<file path="src/rtl/comma_aligner.sv">
// comma_aligner: recovers 10-bit 8b/10b symbol boundaries from a serial line
// by hunting for K28.5 commas, confirming the phase over LOCK_COUNT aligned
// commas and dropping lock after LOSS_COUNT consecutive misaligned commas.
module comma_aligner #(
  parameter int unsigned LOCK_COUNT = 3,
  parameter int unsigned LOSS_COUNT = 4
) (
  input  logic       CLOCK_50,
  input  logic       reset,
  input  logic       Sin,
  output logic [9:0] word,
  output logic       word_valid,
  output logic       is_comma,
  output logic       locked
);

  localparam int unsigned GW = (LOCK_COUNT > 1) ? $clog2(LOCK_COUNT + 1) : 1;
  localparam int unsigned MW = (LOSS_COUNT > 1) ? $clog2(LOSS_COUNT + 1) : 1;
  localparam logic [GW-1:0] GOOD_MAX = GW'(LOCK_COUNT);
  localparam logic [MW-1:0] MISS_MAX = MW'(LOSS_COUNT);

  localparam logic [9:0] COMMA_NEG = 10'b0011111010;
  localparam logic [9:0] COMMA_POS = 10'b1100000101;

  typedef enum logic [1:0] {HUNT, CHECK, LOCKED} state_t;

  state_t        state, state_n;
  logic [9:0]    sr;
  logic [3:0]    bit_cnt, bit_cnt_n;
  logic [GW-1:0] good_cnt, good_cnt_n;
  logic [MW-1:0] miss_cnt, miss_cnt_n;
  logic          match, boundary;
  logic          emit, emit_comma;

  assign match    = (sr == COMMA_NEG) || (sr == COMMA_POS);
  assign boundary = (bit_cnt == 4'd9);

  // Serial shift register; sr[9] is the oldest bit.
  always_ff @(posedge CLOCK_50 or posedge reset) begin
    if (reset) sr <= '0;
    else       sr <= {sr[8:0], Sin};
  end

  // Next-state, counter and word-emission decisions.
  always_comb begin
    state_n    = state;
    bit_cnt_n  = boundary ? 4'd0 : bit_cnt + 4'd1;
    good_cnt_n = good_cnt;
    miss_cnt_n = miss_cnt;
    emit       = 1'b0;
    emit_comma = 1'b0;
    case (state)
      HUNT: begin
        if (match) begin
          bit_cnt_n  = 4'd0;
          good_cnt_n = GW'(1);
          state_n    = (GW'(1) >= GOOD_MAX) ? LOCKED : CHECK;
          miss_cnt_n = '0;
          emit       = 1'b1;
          emit_comma = 1'b1;
        end
      end
      CHECK: begin
        if (match && boundary) begin
          good_cnt_n = good_cnt + GW'(1);
          emit       = 1'b1;
          emit_comma = 1'b1;
          if (good_cnt + GW'(1) >= GOOD_MAX) begin
            state_n    = LOCKED;
            miss_cnt_n = '0;
          end
        end else if (match) begin
          // Misaligned comma: adopt its phase and restart confirmation.
          bit_cnt_n  = 4'd0;
          good_cnt_n = GW'(1);
          emit       = 1'b1;
          emit_comma = 1'b1;
        end else if (boundary) begin
          emit = 1'b1;
        end
      end
      LOCKED: begin
        if (boundary) begin
          emit       = 1'b1;
          emit_comma = match;
          if (match) miss_cnt_n = '0;
        end else if (match) begin
          if (miss_cnt + MW'(1) >= MISS_MAX) begin
            state_n    = HUNT;
            good_cnt_n = '0;
            miss_cnt_n = '0;
          end else begin
            miss_cnt_n = miss_cnt + MW'(1);
          end
        end
      end
      default: begin
        state_n    = HUNT;
        good_cnt_n = '0;
        miss_cnt_n = '0;
      end
    endcase
  end

  // Register FSM state, counters and the aligned-word outputs.
  always_ff @(posedge CLOCK_50 or posedge reset) begin
    if (reset) begin
      state      <= HUNT;
      bit_cnt    <= '0;
      good_cnt   <= '0;
      miss_cnt   <= '0;
      word       <= '0;
      word_valid <= 1'b0;
      is_comma   <= 1'b0;
      locked     <= 1'b0;
    end else begin
      state      <= state_n;
      bit_cnt    <= bit_cnt_n;
      good_cnt   <= good_cnt_n;
      miss_cnt   <= miss_cnt_n;
      word_valid <= emit;
      if (emit) begin
        word     <= sr;
        is_comma <= emit_comma;
      end
      locked     <= (state_n == LOCKED);
    end
  end

endmodule
</file>
<file path="config.mk">
export PLATFORM = sky130hd
export DESIGN_NAME = comma_aligner
export DESIGN_NICKNAME = d
export VERILOG_FILES = /design/src/rtl/comma_aligner.sv
export SDC_FILE = /design/constraint.sdc
export NUM_CORES = 1
export LEC_CHECK = 0
export BUFFER_PORTS_ARGS = -buffer_cell sky130_fd_sc_hd__buf_2
export CORE_ASPECT_RATIO = 1.2
export CORE_MARGIN = 2
export CORE_UTILIZATION = 45
export DETAILED_ROUTE_END_ITERATION = 8
export PLACE_DENSITY = 0.62
export SLEW_MARGIN = 20
export SYNTH_ARGS = -nofsm -noshare
export SYNTH_HDL_FRONTEND = slang
export SYNTH_SLANG_ARGS = --single-unit
</file>
<file path="constraint.sdc">
create_clock -name CLOCK_50 -period 3.8 [get_ports CLOCK_50]
set_input_delay 0.19 -clock CLOCK_50 [delete_from_list [all_inputs] [get_ports CLOCK_50]]
set_output_delay 0.19 -clock CLOCK_50 [all_outputs]
set_load 0.01 [all_outputs]
</file>
==> results of run 1 <==
[cell families (layout without fill, tap and decap cells)]
logic type,Yosys count,after routing,share of synthesized area
AO/OA/AOI/OAI,46,46,0.236
AND/OR/NAND/NOR,45,45,0.155
flip-flops,34,34,0.521
buffers and inverters,13,31,0.0352
adder cells (fa/ha/maj),4,4,0.0306
XOR/XNOR,3,3,0.0161
multiplexers,1,1,0.00689
[worst paths after layout]
check / end
setup / recovery: word[1]
hold / removal: sr[2]
setup reg to reg: word[1]
hold reg to reg: sr[2]
max in group asynchronous: sr[1]
min in group asynchronous: word[2]
[cell type report]
type,count,share of cell area
Tap cell,39,0.0265
Multi-Input combinational cell,99,0.395
Clock buffer,7,0.0470
Timing Repair Buffer,18,0.0558
Sequential cell,34,0.463
Inverter,5,0.0102
Clock inverter,1,0.00272
[metrics by stage]
step	utilization	instances	hold slack [ps]	setup WS (ps)	power (W)
after floorplan	-	146	221	1570	0.000589
after global placement	0.487	193	298	1400	0.000635
after detailed placement	0.487	193	299	1310	0.000640
after CTS	0.519	203	443	1310	0.000917
after global routing	0.519	203	467	1210	0.000966
final	0.519	203	440	1310	0.000906
[layer usage]
metal / global-route usage / up-vias / wire length, um
met5: 0 / - / 0
li1: - / 587 / -
met4: 0.0859 / 0 / 54
met2: 0.289 / 33 / 1680
met1: 0.261 / 588 / 1570
met3: 0.0333 / 6 / 131
[synth_stat cells, drive strengths merged]
| library cell | instances | area share |
|---|---|---|
| a32oi | 1 | 0.0054 |
| nand4 | 1 | 0.0038 |
| nor2 | 13 | 0.030 |
| a31oi | 2 | 0.0077 |
| or4b | 1 | 0.0061 |
| a22oi | 12 | 0.055 |
| nor3b | 1 | 0.0046 |
| and4b | 1 | 0.0061 |
| nor4b | 1 | 0.0054 |
| nand2 | 7 | 0.016 |
| inv | 5 | 0.011 |
| buf | 4 | 0.015 |
| nor2b | 11 | 0.042 |
| mux2 | 1 | 0.0069 |
| o211ai | 1 | 0.0046 |
| clkbuf | 4 | 0.0092 |
| a21oi | 5 | 0.022 |
| o2bb2ai | 1 | 0.0054 |
| a311oi | 1 | 0.0054 |
| a221o | 10 | 0.061 |
| or4 | 1 | 0.0046 |
| and2 | 2 | 0.0092 |
| dfrtp | 34 | 0.52 |
| o2111ai | 1 | 0.0054 |
| a221oi | 1 | 0.0054 |
| xnor2 | 2 | 0.011 |
| xor2 | 1 | 0.0054 |
| nand2b | 1 | 0.0038 |
| a41oi | 1 | 0.0054 |
| nand3b | 2 | 0.0092 |
| ha | 4 | 0.031 |
| o31ai | 1 | 0.0046 |
| o22ai | 5 | 0.036 |
| and3b | 1 | 0.0054 |
| o21ai | 4 | 0.012 |
| nand4b | 1 | 0.0054 |
| nand3 | 1 | 0.0031 |
[sequential cells by signal (all words and copies together) (netlist names)]
signal      count
word_valid      1
is_comma        1
sr             10
locked          1
state           2
good_cnt        2
word           10
bit_cnt         4
miss_cnt        3
[report_power, final]
group,switching (W),total [W],internal (W),leakage [nW]
Clock,0.000127,0.000273,0.000146,0.0482
Sequential,0.0000437,0.000451,0.000407,0.433
Combinational,0.0000957,0.000183,0.0000870,0.333
Total,0.000266,0.000906,0.000640,0.814
[timing repair]
action / in CTS / in global routing
setup endpoints to repair: 0 / 0
hold endpoints to repair: 14 / 0
hold buffers: 2 / 0
==> PnR_summary.wiki, run 1 <==
{| class="wikitable"
! Metric !! Value
|-
| Via count of the first global-routing pass || between 1000 and 1500
|-
| Static leakage || between 0.8 and 0.9 nW
|-
| Die height || between 70 and 80 um
|-
| Post-detailed-placement half-perimeter wirelength || 2280 um
|-
| Type of the worst setup path || reg2reg
|-
| Number of warning messages in the yosys log || 0
|-
| Layout cell share with drive strength beyond 1 || 0.165
|-
| Post-route cell area || approximately 0.0018 mm2
|-
| Data required time of the worst path || approximately 4000 ps
|-
| Core area || about 0.0035 mm2
|-
| Starting utilization of the core area || 0.461
|-
| Number of iterations in the first detailed-routing pass || 4
|-
| Resize count post-CTS || 0
|-
| Number of max-cap violations || 0
|-
| CP cell instances || or4b_1, or4_1, a21oi_4, o22ai_4, a221o_1
|-
| Skew-Pair Late Insertion Delay || roughly 290 ps
|-
| Port Buf Inserts || 15
|-
| Iteration-0 DRC Markers || 66
|-
| Tightest Hold Check Type || reg2reg
|-
| Die Outline Area || approximately 0.0041 mm2
|-
| CP Data Arrival Time || approximately 2700 ps
|-
| Antenna cell count || 0
|-
| Dpl cell area || approximately 0.0017 mm2
|-
| CP max-delay cell || sky130_fd_sc_hd__or4_1
|-
| Max Freq || just over 400 MHz
|-
| Sequential fraction of the synthesis area || 0.521
|-
| Critical path startpoint category || register
|-
| Synthesized netlist net count || around 150
|-
| Crit path max-delay family || simple AND/OR/NAND/NOR gates
|-
| Run status || completed
|-
| P&R area growth vs syn || 12.5%
|-
| Maximum level of the CTS H-tree || 2
|-
| Clock Root Buffer || sky130_fd_sc_hd__clkbuf_8
|-
| Hold wc startpoint || sr[1]
|-
| Worst Path Max Fanout || 10
|-
| Nets@finish || 170
|-
| Crit path launch || sr[1]
|-
| Register-to-Register Setup Slack || around 1300 ps
|-
| Total area of multi-input combinational cells || around 730 um2
|-
| TritonCTS clock tree || built
|-
| First-pass GRT wire length || between 5000 and 6000 um
|-
| Part of the cycle the worst path needs || 0.654
|-
| Postcts setup bufs || 0
|-
| Register cell area after layout || 851 um2
|-
| RSZ-0062 raised after global routing || false
|-
| Cell Pwr Density || 493 mW/mm2
|-
| Number of clock sinks || 34
|-
| Sum of negative setup slack || 0 ps
|-
| Slowest stage delay, CP || just under 600 ps
|-
| Combined global-route utilization of all metal layers || 0.190
|-
| Top Ports || 16
|-
| Crit path time final || between 2000 and 2500 ps
|-
| Clock buffer count from CTS || 5
|-
| Worst-Margin Slew || ~930 ps
|-
| Clk_skew || around 5.4 ps
|-
| Synth Register Bits || 34
|-
| Maximum number of pins on one net before global-route repair || 35
|-
| Synthesized instance count || 146
|-
| RePlAce Congestion || between 0.7 and 0.8
|-
| Category of the worst setup path capture point || register
|-
| Most frequent standard cell in the layout excluding fill and tap cells || sky130_fd_sc_hd__dfrtp_1
|-
| Number of cells on the worst hold path || 0
|-
| Worst slew slack as a fraction of its limit || 0.378
|-
| Number of pins with negative max-slew slack in the final report || 0
|-
| Number of buffers between clock root and the deepest sink || 2
|-
| Antenna violations before repair || 0
|-
| Netlist cell types || between 40 and 50
|-
| Crit path buffers/inverters || 0
|-
| Average detailed-routed wire length per instance || 17.0 um
|-
| Count of nets left with antenna violations after detail routing || 0
|-
| IR drop worst, VDD || approximately 0.24 mV
|-
| Via-per-instance ratio || 5.98
|-
| Drt total wl || 3440 um
|-
| Final count of hold timing violations || 0
|-
| Number of gates on the worst path with buffers counted || 5
|-
| Number of vias in the routed layout || around 1200
|-
| Number of DRC violations after detailed routing || 0
|-
| Number of cells on the worst reg-to-reg path || 5
|-
| Die outline width || about 60 um
|-
| GRT Residual Overflow || 0
|-
| Final setup violating endpoints || 0
|-
| Row count || 24
|-
| Origin of the critical flop-to-flop path || sr[1]
|-
| Commonest cells after routing, fill and taps aside || 34 x sky130_fd_sc_hd__dfrtp_1, 15 x sky130_fd_sc_hd__buf_2, 13 x sky130_fd_sc_hd__nor2_1
|-
| Post-CTS clock slew at the launch and capture registers of the worst setup and hold paths || ~70 ps
|-
| Filler cells || around 330
|-
| Area of the mapped netlist || roughly 0.0016 mm2
|-
| Post-synthesis area per instance || 11.2 um2
|}
No activity file was read; power rests on OpenSTA's default activity.
==> run 2, diff against run 1 <==
==> constraint.sdc (replaced) <==
create_clock -name CLOCK_50 -period 2.4 [get_ports CLOCK_50]
set_input_delay 0.12 -clock CLOCK_50 [delete_from_list [all_inputs] [get_ports CLOCK_50]]
set_output_delay 0.12 -clock CLOCK_50 [all_outputs]
set_load 0.01 [all_outputs]
==> PnR_summary.wiki, run 2 (synthesis results as in run 1) <==
{| class="wikitable"
! Metric !! Value
|-
| Tightest Hold Check Type || reg2reg
|-
| Clk_skew || 6.27 ps (+0.836 ps)
|-
| Commonest cells after routing, fill and taps aside || 34 x sky130_fd_sc_hd__dfrtp_1, 15 x sky130_fd_sc_hd__buf_2, 13 x sky130_fd_sc_hd__nor2_1
|-
| Category of the worst setup path capture point || register
|-
| Worst Hold Endpoint || sr[7]
|-
| Die outline width || 59.0 um (unchanged)
|-
| P&R area growth vs syn || 17.8%
|-
| Iteration-0 DRC Markers || 49 (-26%)
|-
| Worst slew slack as a fraction of its limit || 0.480 (+0.102)
|-
| Antenna cell count || 0 (unchanged)
|-
| Drt total wl || 3530 um (+2.5%)
|-
| Post-detailed-placement half-perimeter wirelength || 2460 um (+7.5%)
|-
| Worst r2r dst || word[5]
|-
| Static leakage || 0.865 nW (+6.3%)
|-
| Part of the cycle the worst path needs || 0.928 (+0.274)
|-
| Die height || 70.0 um (unchanged)
|-
| GRT Residual Overflow || 0 (unchanged)
|-
| Skew-Pair Late Insertion Delay || 290 ps (about the same)
|-
| Max Freq || 449 MHz (+12%)
|-
| Starting utilization of the core area || 0.461 (unchanged)
|-
| IR drop worst, VDD || 0.559 mV (+140%)
|-
| Antenna violations before repair || 0 (unchanged)
|-
| Worst-Margin Slew || 777 ps (-156 ps)
|-
| Core area || 0.00354 mm2 (unchanged)
|-
| Hold wc startpoint || sr[6]
|-
| Count of nets left with antenna violations after detail routing || 0 (unchanged)
|-
| Die Outline Area || 0.00413 mm2 (unchanged)
|-
| Register-to-Register Setup Slack || 170 ps (-1140 ps)
|-
| First-pass GRT wire length || 5930 um (-0.69%)
|-
| Via-per-instance ratio || 6.13 (+2.5%)
|-
| Clock Root Buffer || sky130_fd_sc_hd__clkbuf_8
|-
| Post-layout utilization of the core || 0.543 (+0.0244)
|-
| TritonCTS clock tree || built
|-
| Number of DRC violations after detailed routing || 0 (unchanged)
|-
| Run status || completed
|-
| Most frequent standard cell in the layout excluding fill and tap cells || sky130_fd_sc_hd__dfrtp_1
|-
| RePlAce Congestion || 0.864 (+12%)
|-
| Average detailed-routed wire length per instance || 16.7 um (-1.8%)
|-
| Number of cells on the worst reg-to-reg path || 5 (unchanged)
|-
| Combined global-route utilization of all metal layers || 0.196 (+0.00637)
|-
| Number of vias in the routed layout || 1299 (+7.0%)
|-
| Number of max-cap violations || 0 (unchanged)
|-
| Number of buffers between clock root and the deepest sink || 2 (unchanged)
|-
| Maximum level of the CTS H-tree || 2 (unchanged)
|-
| RSZ-0062 raised after global routing || false
|-
| Row count || 24 (unchanged)
|-
| Number of cells on the worst hold path || 0 (unchanged)
|-
| Crit path launch || sr[1]
|-
| Origin of the critical flop-to-flop path || sr[1]
|-
| Crit path time final || 2230 ps (-259 ps)
|-
| Cell Pwr Density || 796 mW/mm2 (+62%)
|-
| Via count of the first global-routing pass || 1254 (-0.95%)
|-
| Number of clock sinks || 34 (unchanged)
|-
| Final count of hold timing violations || 0 (unchanged)
|-
| CP Data Arrival Time || 2390 ps (-260 ps)
|-
| Critical path startpoint category || register
|-
| Top Ports || 16 (unchanged)
|-
| Nets@finish || 179 (+5.3%)
|-
| Non-Filler Instances || 212 (+4.4%)
|-
| Number of iterations in the first detailed-routing pass || 4 (unchanged)
|-
| Maximum number of pins on one net before global-route repair || 35 (unchanged)
|-
| Port Buf Inserts || 15 (unchanged)
|-
| Post-CTS clock slew at the launch and capture registers of the worst setup and hold paths || 60 ps (about the same)
|-
| Number of placed instances with taps included || 202 (+4.7%)
|-
| Layout cell share with drive strength beyond 1 || 0.208 (+0.0435)
|-
| Worst Path Max Fanout || 10 (unchanged)
|-
| Type of the worst setup path || reg2reg
|-
| Clock buffer count from CTS || 5 (unchanged)
|-
| Final setup violating endpoints || 0 (unchanged)
|-
| Top flop regs || sr (10), word (10), bit_cnt (4)
|-
| Data required time of the worst path || 2570 ps (-1400 ps)
|-
| Sum of negative setup slack || 0 ps (unchanged)
|-
| Number of pins with negative max-slew slack in the final report || 0 (unchanged)
|}
==> run 2: cell count changes in the layout (fill, tap and decap cells not counted), sizes merged <==
cell / before / now
buf: 16 / 25
bufinv: 0 / 1
clkinv: 1 / 0
==> run 2: layout make-up <==
cell class | instances | area (um2)
Multi-Input combinational cell | 99 | 729
Fill cell | 304 | 1620
Sequential cell | 34 | 851
Clock buffer | 7 | 76.3
Tap cell | 39 | 48.8
Timing Repair Buffer | 27 | 170
Clock inverter | 1 | 30.0
Inverter | 5 | 18.8
==> run 2: what timing repair did <==
item                       in CTS  in global routing
hold buffers                    2                  0
buffers inserted                0                  0
setup endpoints to repair       0                  4
hold endpoints to repair       35                  0
resized for setup               0                  1
==> run 2: power breakdown <==
group | switching [W] | internal, W
Clock | 0.000198 | 0.000310
Combinational | 0.000165 | 0.000149
Sequential | 0.0000650 | 0.000644
Total | 0.000428 | 0.00110
==> run 2: routing by layer <==
metal / vias up / global-route usage / share of wire
li1: 606 / - / -
met1: 649 / 0.251 / 0.46
met2: 36 / 0.283 / 0.47
met3: 8 / 0.0685 / 0.044
met4: 0 / 0.114 / 0.026
met5: - / 0 / 0
==> run 2: worst max path at each step <==
stage	slack, ps	endpoint	cells past startpoint
3_5_place_dp	80	word[5]	5
2_1_floorplan	170	word[9]	6
6_report	170	word[5]	5
5_1_grt	90	word[5]	5
3_3_place_gp	120	word[2]	5
4_1_cts	60	word[5]	5
==> run 2: critical path: stages (launching register included) <==
cell and delay, ps:
sky130_fd_sc_hd__dfrtp_1 370, sky130_fd_sc_hd__or4b_1 500, sky130_fd_sc_hd__or4_4 490, sky130_fd_sc_hd__a21oi_4 210, sky130_fd_sc_hd__o22ai_4 150, sky130_fd_sc_hd__a221o_1 400
==> run 2: metrics by stage <==
stage               hold slack [ps]  instance area, um2  power [W]  setup WS, ps
floorplan                       151                1630   0.000932           168
global placement                226                1790    0.00101           122
detailed placement              230                1790    0.00103          76.7
CTS                             453                1920    0.00155          60.1
global route                    449                1920    0.00162          93.2
finish                          461                1920    0.00153           172
==> run 3, diff against run 2 <==
--- a/config.mk
+++ b/config.mk
@@ -8,9 +8,10 @@
 export BUFFER_PORTS_ARGS = -buffer_cell sky130_fd_sc_hd__buf_2
 export CORE_ASPECT_RATIO = 1.2
 export CORE_MARGIN = 2
-export CORE_UTILIZATION = 45
+export CORE_UTILIZATION = 46
 export DETAILED_ROUTE_END_ITERATION = 8
-export PLACE_DENSITY = 0.62
+export HOLD_SLACK_MARGIN = 0.02
+export PLACE_DENSITY = 0.66
 export SLEW_MARGIN = 20
 export SYNTH_ARGS = -nofsm -noshare
 export SYNTH_HDL_FRONTEND = slang
==> constraint.sdc (replaced) <==
create_clock -name CLOCK_50 -period 2.03 [get_ports CLOCK_50]
set_input_delay 0.1015 -clock CLOCK_50 [delete_from_list [all_inputs] [get_ports CLOCK_50]]
set_output_delay 0.1015 -clock CLOCK_50 [all_outputs]
set_load 0.01 [all_outputs]
==> PnR_summary.wiki, run 3 (synthesis results as in run 1) <==
{| class="wikitable"
! Metric !! Value
|-
| Number of clock sinks || 34 (unchanged)
|-
| Starting utilization of the core area || 0.485 (+0.0242)
|-
| Clock Root Buffer || sky130_fd_sc_hd__clkbuf_8
|-
| GRT Residual Overflow || 0 (unchanged)
|-
| Number of DRC violations after detailed routing || 0 (unchanged)
|-
| Type of the worst setup path || reg2reg
|-
| Antenna cell count || 0 (unchanged)
|-
| Iteration-0 DRC Markers || 44 (-10%)
|-
| Tightest Hold Check Type || in2async
|-
| Clock buffer count from CTS || 5 (unchanged)
|-
| Antenna violations before repair || 0 (unchanged)
|-
| Worst-Margin Slew || 780 ps (+2.24 ps)
|-
| Row count || 23 (-4.2%)
|-
| Critical path startpoint category || register
|-
| Number of buffers between clock root and the deepest sink || 2 (unchanged)
|-
| Nets@finish || 190 (+6.1%)
|-
| P&R area growth vs syn || 25.2%
|-
| Post-CTS clock slew at the launch and capture registers of the worst setup and hold paths || 70 ps (about the same)
|-
| First-pass GRT wire length || 6490 um (+9.4%)
|-
| Number of cells on the worst reg-to-reg path || 7 (+2)
|-
| Register-to-Register Setup Slack || -200 ps (-370 ps)
|-
| Worst r2r dst || miss_cnt[0]
|-
| Cell Pwr Density || 885 mW/mm2 (+11%)
|-
| Die height || 69.3 um (-1.0%)
|-
| Number of vias in the routed layout || 1332 (+2.5%)
|-
| Post-Route Hold Slack || 448 ps (-12.2 ps)
|-
| Most frequent standard cell in the layout excluding fill and tap cells || sky130_fd_sc_hd__dfrtp_1
|-
| Part of the cycle the worst path needs || 1.10 (+0.170)
|-
| Number of max-cap violations || 0 (unchanged)
|-
| Drt total wl || 3730 um (+5.6%)
|-
| CP Data Arrival Time || 2400 ps (about the same)
|-
| Commonest cells after routing, fill and taps aside || 34 x sky130_fd_sc_hd__dfrtp_1, 19 x sky130_fd_sc_hd__buf_4, 15 x sky130_fd_sc_hd__buf_2
|-
| Via-per-instance ratio || 6.03 (-1.6%)
|-
| Max Freq || 448 MHz (about the same)
|-
| Crit path time final || 2230 ps (+2.04 ps)
|-
| Number of placed instances with taps included || 209 (+3.5%)
|-
| Core area || 0.00337 mm2 (-5.0%)
|-
| Top Ports || 16 (unchanged)
|-
| Clk_skew || 8.05 ps (+1.78 ps)
|-
| Number of pins with negative max-slew slack in the final report || 0 (unchanged)
|-
| Post-detailed-placement half-perimeter wirelength || 2550 um (+4.0%)
|-
| Final setup violating endpoints || 17 (+17)
|-
| RePlAce Congestion || 0.888 (+2.8%)
|-
| Via count of the first global-routing pass || 1354 (+8.0%)
|-
| RSZ-0062 raised after global routing || true
|-
| Die Outline Area || 0.00405 mm2 (-2.0%)
|-
| Minimum setup slack in the final design || -200 ps (-372 ps)
|-
| Port Buf Inserts || 15 (unchanged)
|-
| Failing checks || setup timing
|-
| Run status || finished with violations
|-
| Worst slew slack as a fraction of its limit || 0.478 (-0.00150)
|-
| Origin of the critical flop-to-flop path || sr[1]
|-
| IR drop worst, VDD || 0.541 mV (-3.3%)
|-
| Maximum level of the CTS H-tree || 2 (unchanged)
|-
| Skew-Pair Late Insertion Delay || 290 ps (about the same)
|-
| Count of nets left with antenna violations after detail routing || 0 (unchanged)
|-
| Final count of hold timing violations || 0 (unchanged)
|-
| Die outline width || 58.4 um (-1.0%)
|-
| Power consumption || 0.00181 W (+18%)
|-
| Worst Path Max Fanout || 5 (-5)
|-
| Average detailed-routed wire length per instance || 16.9 um (+1.3%)
|-
| Category of the worst setup path capture point || register
|-
| Layout cell share with drive strength beyond 1 || 0.304 (+0.0963)
|-
| Maximum number of pins on one net before global-route repair || 35 (unchanged)
|-
| TritonCTS clock tree || built
|-
| Number of iterations in the first detailed-routing pass || 4 (unchanged)
|-
| Non-Filler Instances || 221 (+4.2%)
|-
| Worst setup slack after placement || -274 ps (-351 ps)
|-
| Combined global-route utilization of all metal layers || 0.210 (+0.0139)
|-
| Data required time of the worst path || 2200 ps (-370 ps)
|-
| Static leakage || 0.929 nW (+7.4%)
|-
| Top flop regs || sr (10), word (10), bit_cnt (4)
|}
==> run 3: cell types whose count changed in the layout (fill, tap and decap cells not counted), sizes merged <==
| cell | change |
|---|---|
| bufinv | -1 |
| buf | +11 |
| clkbuf | +1 |
==> run 3: cell type report <==
| type | instances | area [um2] |
|---|---|---|
| clock buffer | 8 | 110 |
| sequential | 34 | 851 |
| timing repair buffer | 38 | 260 |
| tap | 37 | 46.3 |
| multi-input combinational | 99 | 759 |
| fill | 275 | 1320 |
| inverter | 5 | 18.8 |
==> run 3: how the worst max path moves through the flow <==
stage           from     endpoint  slack (ps)  cells past startpoint
2_1_floorplan  sr[1]      word[9]        -170                      6
3_3_place_gp   sr[1]  miss_cnt[1]        -210                      6
3_5_place_dp   sr[1]      word[5]        -270                      5
4_1_cts        sr[1]      word[0]        -180                      5
5_1_grt        sr[1]  miss_cnt[0]        -240                      7
6_report       sr[1]  miss_cnt[0]        -200                      7
==> run 3: what timing repair did <==
item,CTS,global route
pin swaps,3,4
gates resized for setup,9,3
endpoints found under the setup margin,22,23
setup buffers,2,0
hold buffers,2,0
hold endpoints to repair,35,0
==> run 3: power by group <==
part           total, W  switching [W]  leakage, nW  internal, W
Combinational  0.000390       0.000201        0.439     0.000189
Clock          0.000584       0.000241       0.0575     0.000342
Sequential     0.000836      0.0000743        0.433     0.000762
Total           0.00181       0.000517        0.929      0.00129
==> run 3: critical path: stages, from the launching register on <==
cell	delay, ps
sky130_fd_sc_hd__dfrtp_1	370
sky130_fd_sc_hd__or4b_1	520
sky130_fd_sc_hd__or4_4	480
sky130_fd_sc_hd__buf_4	160
sky130_fd_sc_hd__buf_6	110
sky130_fd_sc_hd__o2111ai_1	90
sky130_fd_sc_hd__a21oi_1	100
sky130_fd_sc_hd__mux2_4	280
==> run 3: layer usage <==
metal,share of wire,routed length (um),vias up,track usage
met3,0.049,183,10,0.0560
met5,0,0,-,0
met1,0.44,1630,655,0.270
li1,-,-,630,-
met4,0.025,95,0,0.106
met2,0.49,1820,37,0.321
==> run 3: through the flow <==
step,setup TNS [ps],area [um2],utilization
after floorplan,-1980,1630,-
after global placement,-2900,1860,0.552
after detailed placement,-3880,1860,0.552
after CTS,-2210,2030,0.604
after global routing,-3400,2050,0.608
final,-2190,2050,0.608
